==> src/rtl/mem_arb_pkg.sv <==
// Shared types and constants for the two-port memory bus arbiter.
package mem_arb_pkg;

    typedef enum logic [1:0] {
        IDLE,
        BUSY,
        RESP
    } arb_state_t;

    // Read data returned to a master whose transaction timed out.
    localparam int BUS_ERR_RDATA = 0;

endpackage

==> src/rtl/rr_pick2.sv <==
// Combinational two-way round-robin choice: on a tie the port not granted last wins.
module rr_pick2 (
    input  logic [1:0] req,
    input  logic       last_grant,
    output logic       gnt_valid,
    output logic       gnt_idx
);

    always_comb begin
        gnt_valid = |req;
        gnt_idx   = 1'b0;
        if (req == 2'b11) begin
            gnt_idx = ~last_grant;
        end else begin
            gnt_idx = req[1];
        end
    end

endmodule

==> src/rtl/mem_arbiter.sv <==
// Shares one ready/valid memory bus between two masters, one transaction at a time,
// with a watchdog that completes unanswered requests with bus_err.
module mem_arbiter
    import mem_arb_pkg::*;
#(
    parameter int ADDR_W  = 32,
    parameter int DATA_W  = 32,
    parameter int TIMEOUT = 15
) (
    input  logic                clk,
    input  logic                reset,
    input  logic                m0_ready,
    input  logic [ADDR_W-1:0]   m0_addr,
    input  logic [DATA_W-1:0]   m0_wdata,
    input  logic [DATA_W/8-1:0] m0_wstrb,
    output logic                m0_valid,
    output logic [DATA_W-1:0]   m0_rdata,
    input  logic                m1_ready,
    input  logic [ADDR_W-1:0]   m1_addr,
    input  logic [DATA_W-1:0]   m1_wdata,
    input  logic [DATA_W/8-1:0] m1_wstrb,
    output logic                m1_valid,
    output logic [DATA_W-1:0]   m1_rdata,
    output logic                s_ready,
    output logic [ADDR_W-1:0]   s_addr,
    output logic [DATA_W-1:0]   s_wdata,
    output logic [DATA_W/8-1:0] s_wstrb,
    input  logic                s_valid,
    input  logic [DATA_W-1:0]   s_rdata,
    output logic                bus_err
);

    localparam int              WD_W    = $clog2(TIMEOUT);
    localparam logic [WD_W-1:0] WD_LAST = WD_W'(TIMEOUT - 1);

    arb_state_t      state;
    logic            last_grant;
    logic [WD_W-1:0] wd;
    logic            gnt_valid;
    logic            gnt_idx;

    rr_pick2 u_pick (
        .req        ({m1_ready, m0_ready}),
        .last_grant (last_grant),
        .gnt_valid  (gnt_valid),
        .gnt_idx    (gnt_idx)
    );

    always_ff @(posedge clk) begin
        if (!reset) begin
            state      <= IDLE;
            last_grant <= 1'b1;
            wd         <= '0;
            s_ready    <= 1'b0;
            s_addr     <= '0;
            s_wdata    <= '0;
            s_wstrb    <= '0;
            m0_valid   <= 1'b0;
            m1_valid   <= 1'b0;
            m0_rdata   <= '0;
            m1_rdata   <= '0;
            bus_err    <= 1'b0;
        end else begin
            case (state)
                IDLE: begin
                    if (gnt_valid) begin
                        last_grant <= gnt_idx;
                        s_addr     <= gnt_idx ? m1_addr  : m0_addr;
                        s_wdata    <= gnt_idx ? m1_wdata : m0_wdata;
                        s_wstrb    <= gnt_idx ? m1_wstrb : m0_wstrb;
                        s_ready    <= 1'b1;
                        wd         <= '0;
                        state      <= BUSY;
                    end
                end
                BUSY: begin
                    // A response landing on the expiry cycle still counts as a normal completion.
                    if (s_valid) begin
                        s_ready <= 1'b0;
                        if (last_grant) begin
                            m1_rdata <= s_rdata;
                            m1_valid <= 1'b1;
                        end else begin
                            m0_rdata <= s_rdata;
                            m0_valid <= 1'b1;
                        end
                        state <= RESP;
                    end else if (wd == WD_LAST) begin
                        s_ready <= 1'b0;
                        bus_err <= 1'b1;
                        if (last_grant) begin
                            m1_rdata <= DATA_W'(BUS_ERR_RDATA);
                            m1_valid <= 1'b1;
                        end else begin
                            m0_rdata <= DATA_W'(BUS_ERR_RDATA);
                            m0_valid <= 1'b1;
                        end
                        state <= RESP;
                    end else if (wd != '1) begin
                        wd <= wd + 1'b1;
                    end
                end
                RESP: begin
                    m0_valid <= 1'b0;
                    m1_valid <= 1'b0;
                    bus_err  <= 1'b0;
                    state    <= IDLE;
                end
                default: state <= IDLE;
            endcase
        end
    end

endmodule

==> config.mk <==
export PLATFORM = sky130hd
export DESIGN_NAME = mem_arbiter
export DESIGN_NICKNAME = d
export VERILOG_FILES = /design/src/rtl/mem_arb_pkg.sv /design/src/rtl/rr_pick2.sv /design/src/rtl/mem_arbiter.sv
export SDC_FILE = /design/constraint.sdc
export NUM_CORES = 1
export LEC_CHECK = 0
export ABC_AREA = 1
export CAP_MARGIN = 5
export CORE_MARGIN = 5
export CORE_UTILIZATION = 37
export DETAILED_ROUTE_END_ITERATION = 8
export PLACE_DENSITY = 0.82
export REMOVE_ABC_BUFFERS = 1
export SETUP_SLACK_MARGIN = 0.3
export SYNTH_ARGS = -nofsm -noshare
export SYNTH_HDL_FRONTEND = slang
export SYNTH_HIERARCHICAL = 1
export SYNTH_SLANG_ARGS = --single-unit
==> constraint.sdc <==
create_clock -name clk -period 1.45 [get_ports clk]
set_clock_uncertainty 0.15 [all_clocks]
set_input_delay 0.145 -clock clk [delete_from_list [all_inputs] [get_ports clk]]
set_output_delay 0.145 -clock clk [all_outputs]
set_load 0.05 [all_outputs]
==> results of run 1 <==
## placed cells by master, fill, tap and decap left out, types with 48 or more instances in the layout
cell type and n:
a21oi_2 48, buf_12 159, buf_4 93, clkdlybuf4s50_1 171, dfxtp_2 79, dfxtp_4 62, inv_1 105, nand2_1 142
nand2_2 56, nand2_4 61, nand4_1 65, o211ai_1 69
## kinds of logic (layout without fill, tap and decap cells)
family | after synthesis | count (layout) | share of synthesized area
compound gates | 145 | 145 | 0.139
fa+ha+maj | 6 | 6 | 0.0116
buf+inv | 191 | 628 | 0.125
flops | 143 | 143 | 0.441
other cells | 0 | 1 | 0
simple gates | 415 | 416 | 0.283
## sequential cells by signal (all words and copies together), names as in the netlist
| name | count |
|---|---|
| s_wstrb | 4 |
| last_grant | 1 |
| m0_valid | 1 |
| m1_valid | 1 |
| s_wdata | 32 |
| s_ready | 1 |
| bus_err | 1 |
| s_addr | 32 |
| state | 2 |
| m1_rdata | 32 |
| m0_rdata | 32 |
| wd | 4 |
## what timing repair did
item                                    in CTS  in global routing
gates resized for setup                    284                286
endpoints found under the setup margin     279                279
gates cloned                                27                 13
buffers inserted                            36                 42
pin swaps                                   34                 34
hold buffers                                 3                  0
hold endpoints to repair                     1                  0
## stage by stage
stage / cell area [µm²] / hold WS, ns / TNS (ns)
finish: 15300 / 0.0579 / -33.15
floorplan: 6100 / 0.0936 / -379.07
CTS: 13700 / 0.0310 / -8.13
global placement: 11400 / 0.319 / -42.48
global route: 15300 / 0.0658 / -38.39
detailed placement: 11400 / 0.330 / -46.18
## synthesized netlist by cell type
cell type	instances
a21boi_0	1
a21oi_1	74
buf_1	5
buf_2	35
buf_4	2
buf_6	6
clkbuf_1	29
dfxtp_1	143
ha_1	6
inv_1	111
inv_2	3
nand2_1	259
nand2_2	1
nand3_1	76
nand3_2	2
nand4_1	65
nor2_1	10
nor2_2	1
o211ai_1	69
o21ai_0	1
or2_1	1
## worst max-delay path, stage by stage (launching register included)
cell and delay [ns]:
dfxtp_2 0.33, inv_2 0.08, ha_4 0.15, nand3_4 0.14, nand2_8 0.18, buf_12 0.17
nand4_1 0.23, a21oi_2 0.41
## power groups by stage
stage / Combinational (mW) / Clock (mW) / Sequential [mW]
3_5_place_dp: 5.08 / 0 / 4.79
2_1_floorplan: 1.16 / 0 / 5.80
3_3_place_gp: 5.01 / 0 / 4.78
4_1_cts: 6.28 / 4.30 / 4.79
6_report: 7.42 / 4.51 / 4.81
5_1_grt: 7.53 / 4.64 / 4.83
## worst max-delay path by stage
stage,startpoint,to,depth (start not counted)
after floorplan,last_grant,s_addr[0],6
after global placement,m0_ready,s_wdata[25],9
after detailed placement,m1_ready,s_wdata[16],8
after CTS,last_grant,s_addr[3],9
after global routing,wd[0],m1_rdata[17],7
final,wd[0],m1_rdata[17],7
## cell type report
| class | instances | area, µm² |
|---|---|---|
| Timing Repair Buffer | 480 | 6800 |
| Clock buffer | 17 | 425 |
| Fill cell | 515 | 1930 |
| Antenna cell | 1 | 2.50 |
| Clock inverter | 15 | 145 |
| Tap cell | 225 | 282 |
| Timing Repair inverter | 2 | 27.5 |
| Sequential cell | 143 | 3190 |
| Multi-Input combinational cell | 567 | 3970 |
| Inverter | 114 | 463 |
## routing by layer
metal	track usage	share of wire	vias to the layer above
li1	-	-	3860
met1	0.353	0.32	4637
met2	0.535	0.46	1077
met3	0.0672	0.11	412
met4	0.208	0.10	2
met5	0	0.00027	-
==> summary.txt, run 1 <==
Worst setup path
  – Reg2reg start: wd[0]
  – Crit path DAT: ~2.1 ns
  – R2R setup slack: -0.52 ns
  – Crit-path max FO: 12
  – Req. time, crit path: roughly 1.6 ns
  – CP endpoint kind: register
  – Kind of critical path: register to register
  – Worst reg2reg path depth: 7
  – FF-to-FF End: m1_rdata[17]
  – CP Launch Type: register

Run
  – Max Cap Viol: 0

Detailed routing
  – Via Count: roughly 10000
  – Post-DR wirelength/cell: roughly 31 µm
  – Drc violations: 0
  – First-pass detailed-route iteration total: 5
  – Vias per inst: about 6.4
  – Antenna Nets Post-Route: 0
  – Iter 0 DRT Violations: ~1400
  – WL final: about 48 mm

Yosys
  – Post-synthesis register bit count: ~140
  – Synth cell types: 21
  – Yosys warnings: 6
  – Synth top area cells: dfxtp_1 44%, nand2_1 15%, o211ai_1 8.0%, inv_1 6.4%, nand4_1 6.3%
  – Seq/Total Area, Yosys: 0.441
  – Avg Cell Area, Syn: 7.21 µm²
  – Netlist Area Pre-Place: 6490 µm²
  – Cell taking the most area after synthesis: dfxtp_1
  – Top cell type's share of synthesized area: 0.441
  – Synthesized instance count: 900

Timing
  – Final setup viols: about 140
  – Worst slew pin tran: just over 0.4 ns
  – Fin crit share: 1.36
  – Max-slew violation count: 0
  – RSZ-0062 raised after global routing: true
  – Fmax: between 500 and 600 MHz
  – Tmin final: approximately 2.0 ns
  – Final hold vios: 0
  – Setup ws final: -0.522 ns
  – Max_slew headroom: 0.722

Power
  – PwrDens: 1090 nW/µm²
  – Switching pwr: about 6.6 mW
  – Switching Share: 0.397
  – Worst vdd ir: 1.06 mV
  – Seq pwr share: 0.287
  – Logic pwr share: 0.443
  – Leakage: between 6 and 7 nW
  – Power Total: 16.7 mW
  – Clock share of power: 0.269
  – Internal power: 10.1 mW

Placement
  – IO Port Bufs: approximately 310
  – Final Wtd Congestion: between 0.8 and 0.9
  – Post-Place Worst Slack: -0.408 ns
  – Post-DP HPWL: roughly 17 mm
  – Dpl cells: around 1400

Global route
  – Overflow left after global routing: 0
  – Largest net degree at the start of global routing: 62
  – Initial antenna violation count: 2
  – GR Util All Layers: 0.314
  – First-pass GRT wire length: just under 50 mm
  – Vias in the first global route: slightly below 9000

Hold path
  – Cells on Worst Hold Path: 3
  – Hold worst-path end: last_grant
  – Worst hold start: reset
  – Worst hold path type: input port to register

Floorplanning
  – Die Height: 142 µm
  – Row cnt: 48
  – Core Box Area: roughly 17000 µm²
  – Die W: about 140 µm
  – Initial Utilization: 0.376
  – Die ar.: 20300 µm²
  – Num ports: between 300 and 400

Run status
  – Failing checks: setup timing
  – Status: finished with violations

Clock network
  – Clock Tree Buf Depth: 2
  – TritonCTS Buffers: 17
  – Clock latency on the worst-skew pair: 0.43 ns
  – Clock Sinks: 143
  – Clk slew on worst S/H paths: around 0.070 ns
  – CTS Root Cell: clkbuf_16
  – TritonCTS clock tree: yes
  – H-tree depth: 4

Layout
  – Non-Filler Instances: ~1600
  – P&R area growth vs syn: 136%
  – Layout Nets: ~1500
  – Layout cell share with drive strength beyond 1: 0.531
  – Util after Layout: 0.888
Note: power is estimated with default switching activity, not from simulation.
==> run 2, diff against run 1 <==
--- a/config.mk
+++ b/config.mk
@@ -10,6 +10,7 @@
 export CORE_MARGIN = 5
 export CORE_UTILIZATION = 37
 export DETAILED_ROUTE_END_ITERATION = 8
+export HOLD_SLACK_MARGIN = 0.08
 export PLACE_DENSITY = 0.82
 export REMOVE_ABC_BUFFERS = 1
 export SETUP_SLACK_MARGIN = 0.3
==> summary.txt, run 2 (synthesized netlist as in run 1, its figures left out) <==
Run status
  – Status: finished with violations (unchanged)
  – Failing checks: DRC, setup timing (was setup timing)

Layout
  – Layout cell share with drive strength beyond 1: 0.552 (was 0.531)
  – # fillers: 473 (was 515)
  – P&R area growth vs syn: 140% (was 136%)
  – Commonest non-fill, non-tap cell in the layout: clkdlybuf4s50_1 (unchanged)
  – Layout Nets: 1511 (was 1504)
  – Commonest cells after routing, fill and taps aside: 171 x clkdlybuf4s50_1, 162 x buf_12, 137 x nand2_1 (was 171 x clkdlybuf4s50_1, 159 x buf_12, 142 x nand2_1)
  – Non-Filler Instances: 1572 (was 1564)

Timing
  – Worst slew pin tran: 0.419 ns (was 0.416 ns)
  – Setup ws final: -0.624 ns (was -0.522 ns)
  – Final hold vios: 0 (unchanged)
  – Max-slew violation count: 0 (unchanged)
  – Setup TNS: -36.24 ns (was -33.15 ns)
  – Tmin final: 2.07 ns (was 1.97 ns)
  – RSZ-0062 raised after global routing: true (unchanged)
  – Fin crit share: 1.43 (was 1.36)
  – Final setup viols: 143 (was 142)
  – Max_slew headroom: 0.720 (was 0.722)
  – Fmax: 482 MHz (was 507 MHz)

Floorplanning
  – Num ports: 309 (unchanged)
  – Core Box Area: 17200 µm² (unchanged)
  – Initial Utilization: 0.376 (unchanged)
  – Die W: 142 µm (unchanged)
  – Die Height: 142 µm (unchanged)
  – Die ar.: 20300 µm² (unchanged)
  – Row cnt: 48 (unchanged)

Worst setup path
  – Crit path DAT: 2.25 ns (was 2.13 ns)
  – Crit-path max FO: 12 (unchanged)
  – Worst-path cell chain: inv_2 > ha_4 > nand3_4 > nand2_8 > buf_12 > nand4_1 > a21oi_2 (unchanged)
  – CP max-delay cell: a21oi_2 (unchanged)
  – FF-to-FF End: m0_rdata[31] (was m1_rdata[17])
  – CP Buf/Inv Count: 2 (unchanged)
  – R2R setup slack: -0.62 ns (was -0.52 ns)
  – CP delay by family, top: simple AND/OR/NAND/NOR gates (unchanged)
  – Req. time, crit path: 1.63 ns (was 1.60 ns)
  – Worst reg2reg path depth: 7 (unchanged)
  – Reg2reg start: wd[0] (unchanged)
  – Kind of critical path: register to register (unchanged)
  – CP Launch Type: register (unchanged)
  – Slowest stage delay, CP: 0.43 ns (was 0.41 ns)
  – CP endpoint kind: register (unchanged)

Run
  – Max Cap Viol: 0 (unchanged)

Power
  – Switching pwr: 6.89 mW (was 6.64 mW)
  – Switching Share: 0.405 (was 0.397)
  – Logic pwr share: 0.448 (was 0.443)
  – Seq pwr share: 0.284 (was 0.287)
  – Leakage: 6.72 nW (was 6.62 nW)
  – Internal power: 10.1 mW (about the same)
  – PwrDens: 1090 nW/µm² (about the same)
  – Clock share of power: 0.269 (about the same)
  – Worst vdd ir: 1.05 mV (was 1.06 mV)

Hold path
  – Cells on Worst Hold Path: 4 (was 3)
  – Worst hold path type: input port to register (unchanged)
  – Worst hold start: reset (unchanged)
  – Hold worst-path end: s_wdata[27] (was last_grant)

Global route
  – Met3 GRT Util: 0.0669 (was 0.0672)
  – Met1 usage: 0.354 (was 0.353)
  – Busiest grt layer: met2 (unchanged)
  – GR Util All Layers: 0.316 (was 0.314)
  – Initial antenna violation count: 2 (unchanged)
  – Overflow left after global routing: 0 (unchanged)
  – Vias in the first global route: 8739 (was 8738)
  – Largest net degree at the start of global routing: 62 (unchanged)
  – First-pass GRT wire length: 49.7 mm (was 49.4 mm)
  – Met2 Track Usage GR: 0.537 (was 0.535)

Detailed routing
  – Post-DR wirelength/cell: 32.5 µm (was 30.5 µm)
  – Iter 0 DRT Violations: 1492 (was 1375)
  – Via Count: 10300 (was 9988)
  – First-pass detailed-route iteration total: 9 (was 5)
  – WL final: 51.2 mm (was 47.7 mm)
  – Vias per inst: 6.54 (was 6.39)
  – Drc violations: 1 (was 0)
  – Antenna Nets Post-Route: 0 (unchanged)

Placement
  – IO Port Bufs: 308 (unchanged)
  – Final Wtd Congestion: 0.891 (unchanged)
  – Dpl cells: 1410 (unchanged)
  – Post-DP HPWL: 17.4 mm (unchanged)

Clock network
  – H-tree depth: 4 (unchanged)
  – Clock Sinks: 143 (unchanged)
  – Clock latency on the worst-skew pair: 0.45 ns (was 0.43 ns)
  – Clock Tree Buf Depth: 2 (unchanged)
  – Clk slew on worst S/H paths: 0.07 ns (about the same)
  – CTS Root Cell: clkbuf_16 (unchanged)
  – TritonCTS Buffers: 17 (unchanged)
  – TritonCTS clock tree: yes (unchanged)
## run 2: how the worst max path moves through the flow
| stage | from | to | slack, ns | cells past startpoint |
|---|---|---|---|---|
| floorplan | last_grant | s_addr[0] | -3.66 | 6 |
| global placement | m0_ready | s_wdata[25] | -0.35 | 9 |
| detailed placement | m1_ready | s_wdata[16] | -0.41 | 8 |
| CTS | last_grant | s_addr[3] | -0.1 | 9 |
| global route | state[0] | m1_rdata[17] | -0.71 | 6 |
| finish | wd[0] | m0_rdata[31] | -0.62 | 7 |
## run 2: area by class of cell
| class | count | area, µm² | area share |
|---|---|---|---|
| diodes | 2 | 5.00 | 0.000321 |
| clock buffers | 17 | 425 | 0.0273 |
| clock inverters | 15 | 145 | 0.00932 |
| inverters | 114 | 473 | 0.0304 |
| multi-input cells | 567 | 4150 | 0.266 |
| flip-flops and latches | 143 | 3200 | 0.205 |
| well taps | 225 | 282 | 0.0181 |
| repair buffers | 486 | 6860 | 0.440 |
| repair inverters | 3 | 38.8 | 0.00249 |
## run 2: per-layer routing
metal | vias to the layer above | share of wire
li1 | 3874 | -
met1 | 4730 | 0.31
met2 | 1168 | 0.44
met3 | 506 | 0.13
met4 | 2 | 0.13
met5 | - | 0.00039
## run 2: through the flow
step / power [mW] / util / instance area, µm² / hold WS [ns] / worst slack [ns]
after detailed placement: 9.86 / 0.663 / 11400 / 0.330 / -0.408
after CTS: 15.4 / 0.795 / 13700 / 0.0807 / -0.0981
final: 17.0 / 0.904 / 15600 / 0.103 / -0.624
after global placement: 9.79 / 0.663 / 11400 / 0.319 / -0.351
after global routing: 17.2 / 0.904 / 15600 / 0.108 / -0.707
after floorplan: 6.96 / - / 6100 / 0.0936 / -3.66
## run 2: power groups by stage
stage                     combinational, mW  clock [mW]  sequential (mW)
final                                  7.62        4.58             4.83
after CTS                              6.27        4.30             4.79
after detailed placement               5.08           0             4.79
after global placement                 5.01           0             4.78
after floorplan                        1.16           0             5.80
after global routing                   7.71        4.68             4.83
## run 2: worst min-delay path: stages
cell and delay (ns):
buf_2 0.13, buf_12 0.21, o211ai_1 0.13, inv_1 0.04
## run 2: what timing repair did
item,4_1_cts,5_1_grt
hold buffers,1,0
setup buffers,36,50
cloned,27,14
pin swaps,34,45
gates resized for setup,284,330
endpoints found under the hold margin,16,0
endpoints found under the setup margin,279,279
==> run 3, diff against run 2 <==
--- a/config.mk
+++ b/config.mk
@@ -10,10 +10,10 @@
 export CORE_MARGIN = 5
 export CORE_UTILIZATION = 37
 export DETAILED_ROUTE_END_ITERATION = 8
-export HOLD_SLACK_MARGIN = 0.08
 export PLACE_DENSITY = 0.82
 export REMOVE_ABC_BUFFERS = 1
 export SETUP_SLACK_MARGIN = 0.3
+export SKIP_LAST_GASP = 1
 export SYNTH_ARGS = -nofsm -noshare
 export SYNTH_HDL_FRONTEND = slang
 export SYNTH_HIERARCHICAL = 1
==> summary.txt, run 3 (synthesized netlist as in run 1, its figures left out) <==
Timing
  – Fin crit share: 1.22 (was 1.43)
  – Max-slew violation count: 0 (unchanged)
  – Worst slew pin tran: 0.362 ns (was 0.419 ns)
  – Max_slew headroom: 0.758 (was 0.720)
  – RSZ-0062 raised after global routing: true (unchanged)
  – Final hold vios: 0 (unchanged)
  – Fmax: 566 MHz (was 482 MHz)
  – Tmin final: 1.77 ns (was 2.07 ns)
  – Setup ws final: -0.317 ns (was -0.624 ns)
  – Final setup viols: 142 (was 143)

Worst setup path
  – Reg2reg start: wd[0] (unchanged)
  – CP Launch Type: register (unchanged)
  – Worst-path cell chain: inv_2 > ha_4 > nand3_4 > nand2_8 > nand3_4 > buf_16 > nand2_2 > a21oi_2 (was inv_2 > ha_4 > nand3_4 > nand2_8 > buf_12 > nand4_1 > a21oi_2)
  – Kind of critical path: register to register (unchanged)
  – Crit-path max FO: 8 (was 12)
  – Slowest stage delay, CP: 0.34 ns (was 0.43 ns)
  – CP endpoint kind: register (unchanged)
  – Crit path DAT: 1.94 ns (was 2.25 ns)
  – Crit. Startpoint: wd[0] (unchanged)
  – Most used cell, CP: nand3_4
  – Worst reg2reg path depth: 8 (was 7)
  – CP max-delay cell: dfxtp_2 (was a21oi_2)
  – Req. time, crit path: 1.62 ns (was 1.63 ns)

Clock network
  – Clock latency on the worst-skew pair: 0.44 ns (was 0.45 ns)
  – TritonCTS clock tree: yes (unchanged)
  – Clock Tree Buf Depth: 2 (unchanged)
  – TritonCTS Buffers: 17 (unchanged)
  – CTS Root Cell: clkbuf_16 (unchanged)
  – Clock Sinks: 143 (unchanged)
  – Clk slew on worst S/H paths: 0.07 ns (about the same)
  – H-tree depth: 4 (unchanged)

Floorplanning
  – Die Height: 142 µm (unchanged)
  – Core Box Area: 17200 µm² (unchanged)
  – Die ar.: 20300 µm² (unchanged)
  – Die W: 142 µm (unchanged)
  – Num ports: 309 (unchanged)
  – Initial Utilization: 0.376 (unchanged)
  – Row cnt: 48 (unchanged)

Run status
  – Status: finished with violations (unchanged)
  – Failing checks: setup timing (was DRC, setup timing)

Detailed routing
  – First-pass detailed-route iteration total: 6 (was 9)
  – WL final: 41.1 mm (was 51.2 mm)
  – Via Count: 9319 (was 10300)
  – Vias per inst: 6.01 (was 6.54)
  – WL met3: 3.81 mm (was 6.76 mm)
  – DR WL met2: 19.9 mm (was 22.3 mm)
  – M1 WL: 13.7 mm (was 15.7 mm)
  – Post-DR wirelength/cell: 26.5 µm (was 32.5 µm)
  – Top routing layer in use: met4 (was met5)
  – Antenna Nets Post-Route: 0 (unchanged)
  – Drc violations: 0 (was 1)
  – Iter 0 DRT Violations: 976 (was 1492)

Layout
  – Sequential Area: 3140 µm² (was 3200 µm²)
  – Layout Nets: 1492 (was 1511)
  – P&R area growth vs syn: 125% (was 140%)
  – Commonest cells after routing, fill and taps aside: 194 x nand2_1, 171 x clkdlybuf4s50_1, 158 x buf_12 (was 171 x clkdlybuf4s50_1, 162 x buf_12, 137 x nand2_1)
  – Layout cell share with drive strength beyond 1: 0.465 (was 0.552)
  – Ant. Diodes: 0 (was 2)
  – # fillers: 705 (was 473)
  – Util after Layout: 0.848 (was 0.904)
  – Commonest non-fill, non-tap cell in the layout: nand2_1 (was clkdlybuf4s50_1)
  – Multi-input gate area: 3540 µm² (was 4150 µm²)

Global route
  – Initial antenna violation count: 0 (was 2)
  – First-pass GRT wire length: 49.9 mm (was 49.7 mm)
  – GR Util All Layers: 0.318 (was 0.316)
  – Vias in the first global route: 8779 (was 8739)
  – Largest net degree at the start of global routing: 62 (unchanged)
  – Overflow left after global routing: 0 (unchanged)

Power
  – Worst vdd ir: 1.08 mV (was 1.05 mV)
  – Power Total: 16.2 mW (was 17.0 mW)
  – PwrDens: 1110 nW/µm² (was 1090 nW/µm²)
  – Leakage: 6.39 nW (was 6.72 nW)

Placement
  – Final Wtd Congestion: 0.891 (unchanged)
  – IO Port Bufs: 308 (unchanged)
  – Post-DP HPWL: 17.4 mm (unchanged)

Hold path
  – Worst hold start: reset (unchanged)
  – Cells on Worst Hold Path: 4 (unchanged)
  – Worst hold path type: input port to register (unchanged)

Run
  – Max Cap Viol: 0 (unchanged)
## run 3: worst paths after layout
kind	endpoint	slack, ns
worst min register to register	m0_rdata[9]	0.33
worst min-delay path	m0_valid	0.05
worst max-delay path	m0_rdata[8]	-0.32
worst max register to register	m0_rdata[8]	-0.32
## run 3: report_power, final
group          leakage, nW  switching (mW)  total, mW  internal (mW)
sequential            1.24           0.460       4.81           4.35
clock                0.279            2.15       4.43           2.29
combinational         4.87            3.63       6.97           3.35
total                 6.39            6.23       16.2           9.98
## run 3: critical path, delay by kind of cell (launching register included)
kind / cells / cell delay, ns
buffers and inverters: 2 / 0.21
flip-flops: 1 / 0.34
AND/OR/NAND/NOR: 4 / 0.49
adder cells (fa/ha/maj): 1 / 0.17
AO/OA/AOI/OAI: 1 / 0.28
## run 3: layout make-up
class	count	share of cell area
clock inverters	15	0.00993
repair inverters	2	0.00171
inverters	114	0.0317
multi-input cells	566	0.242
repair buffers	469	0.451
clock buffers	17	0.0291
flip-flops and latches	143	0.215
well taps	225	0.0193
## run 3: through the flow
step,std cells,hold slack (ns),setup slack (ns),area (µm²),TNS [ns]
3_3_place_gp,1410,0.319,-0.351,11400,-42.48
6_report,1551,0.0536,-0.317,14600,-24.22
2_1_floorplan,823,0.0936,-3.66,6100,-379.07
5_1_grt,1551,0.0652,-0.400,14600,-32.05
4_1_cts,1508,0.0310,-0.0982,13600,-8.35
3_5_place_dp,1410,0.330,-0.408,11400,-46.18
## run 3: timing repair
action | in CTS | in global routing
endpoints found under the setup margin | 279 | 279
cloned | 27 | 6
hold buffers | 3 | 0
setup buffers | 36 | 37
endpoints found under the hold margin | 1 | 0
gates resized for setup | 261 | 165
pin swaps | 33 | 28
## run 3: per-layer routing
metal  vias to the layer above  global-route usage
li1                       3821                   -
met5                         -                   0
met1                      4400               0.346
met2                       820               0.555
met3                       278              0.0722
met4                         0               0.208
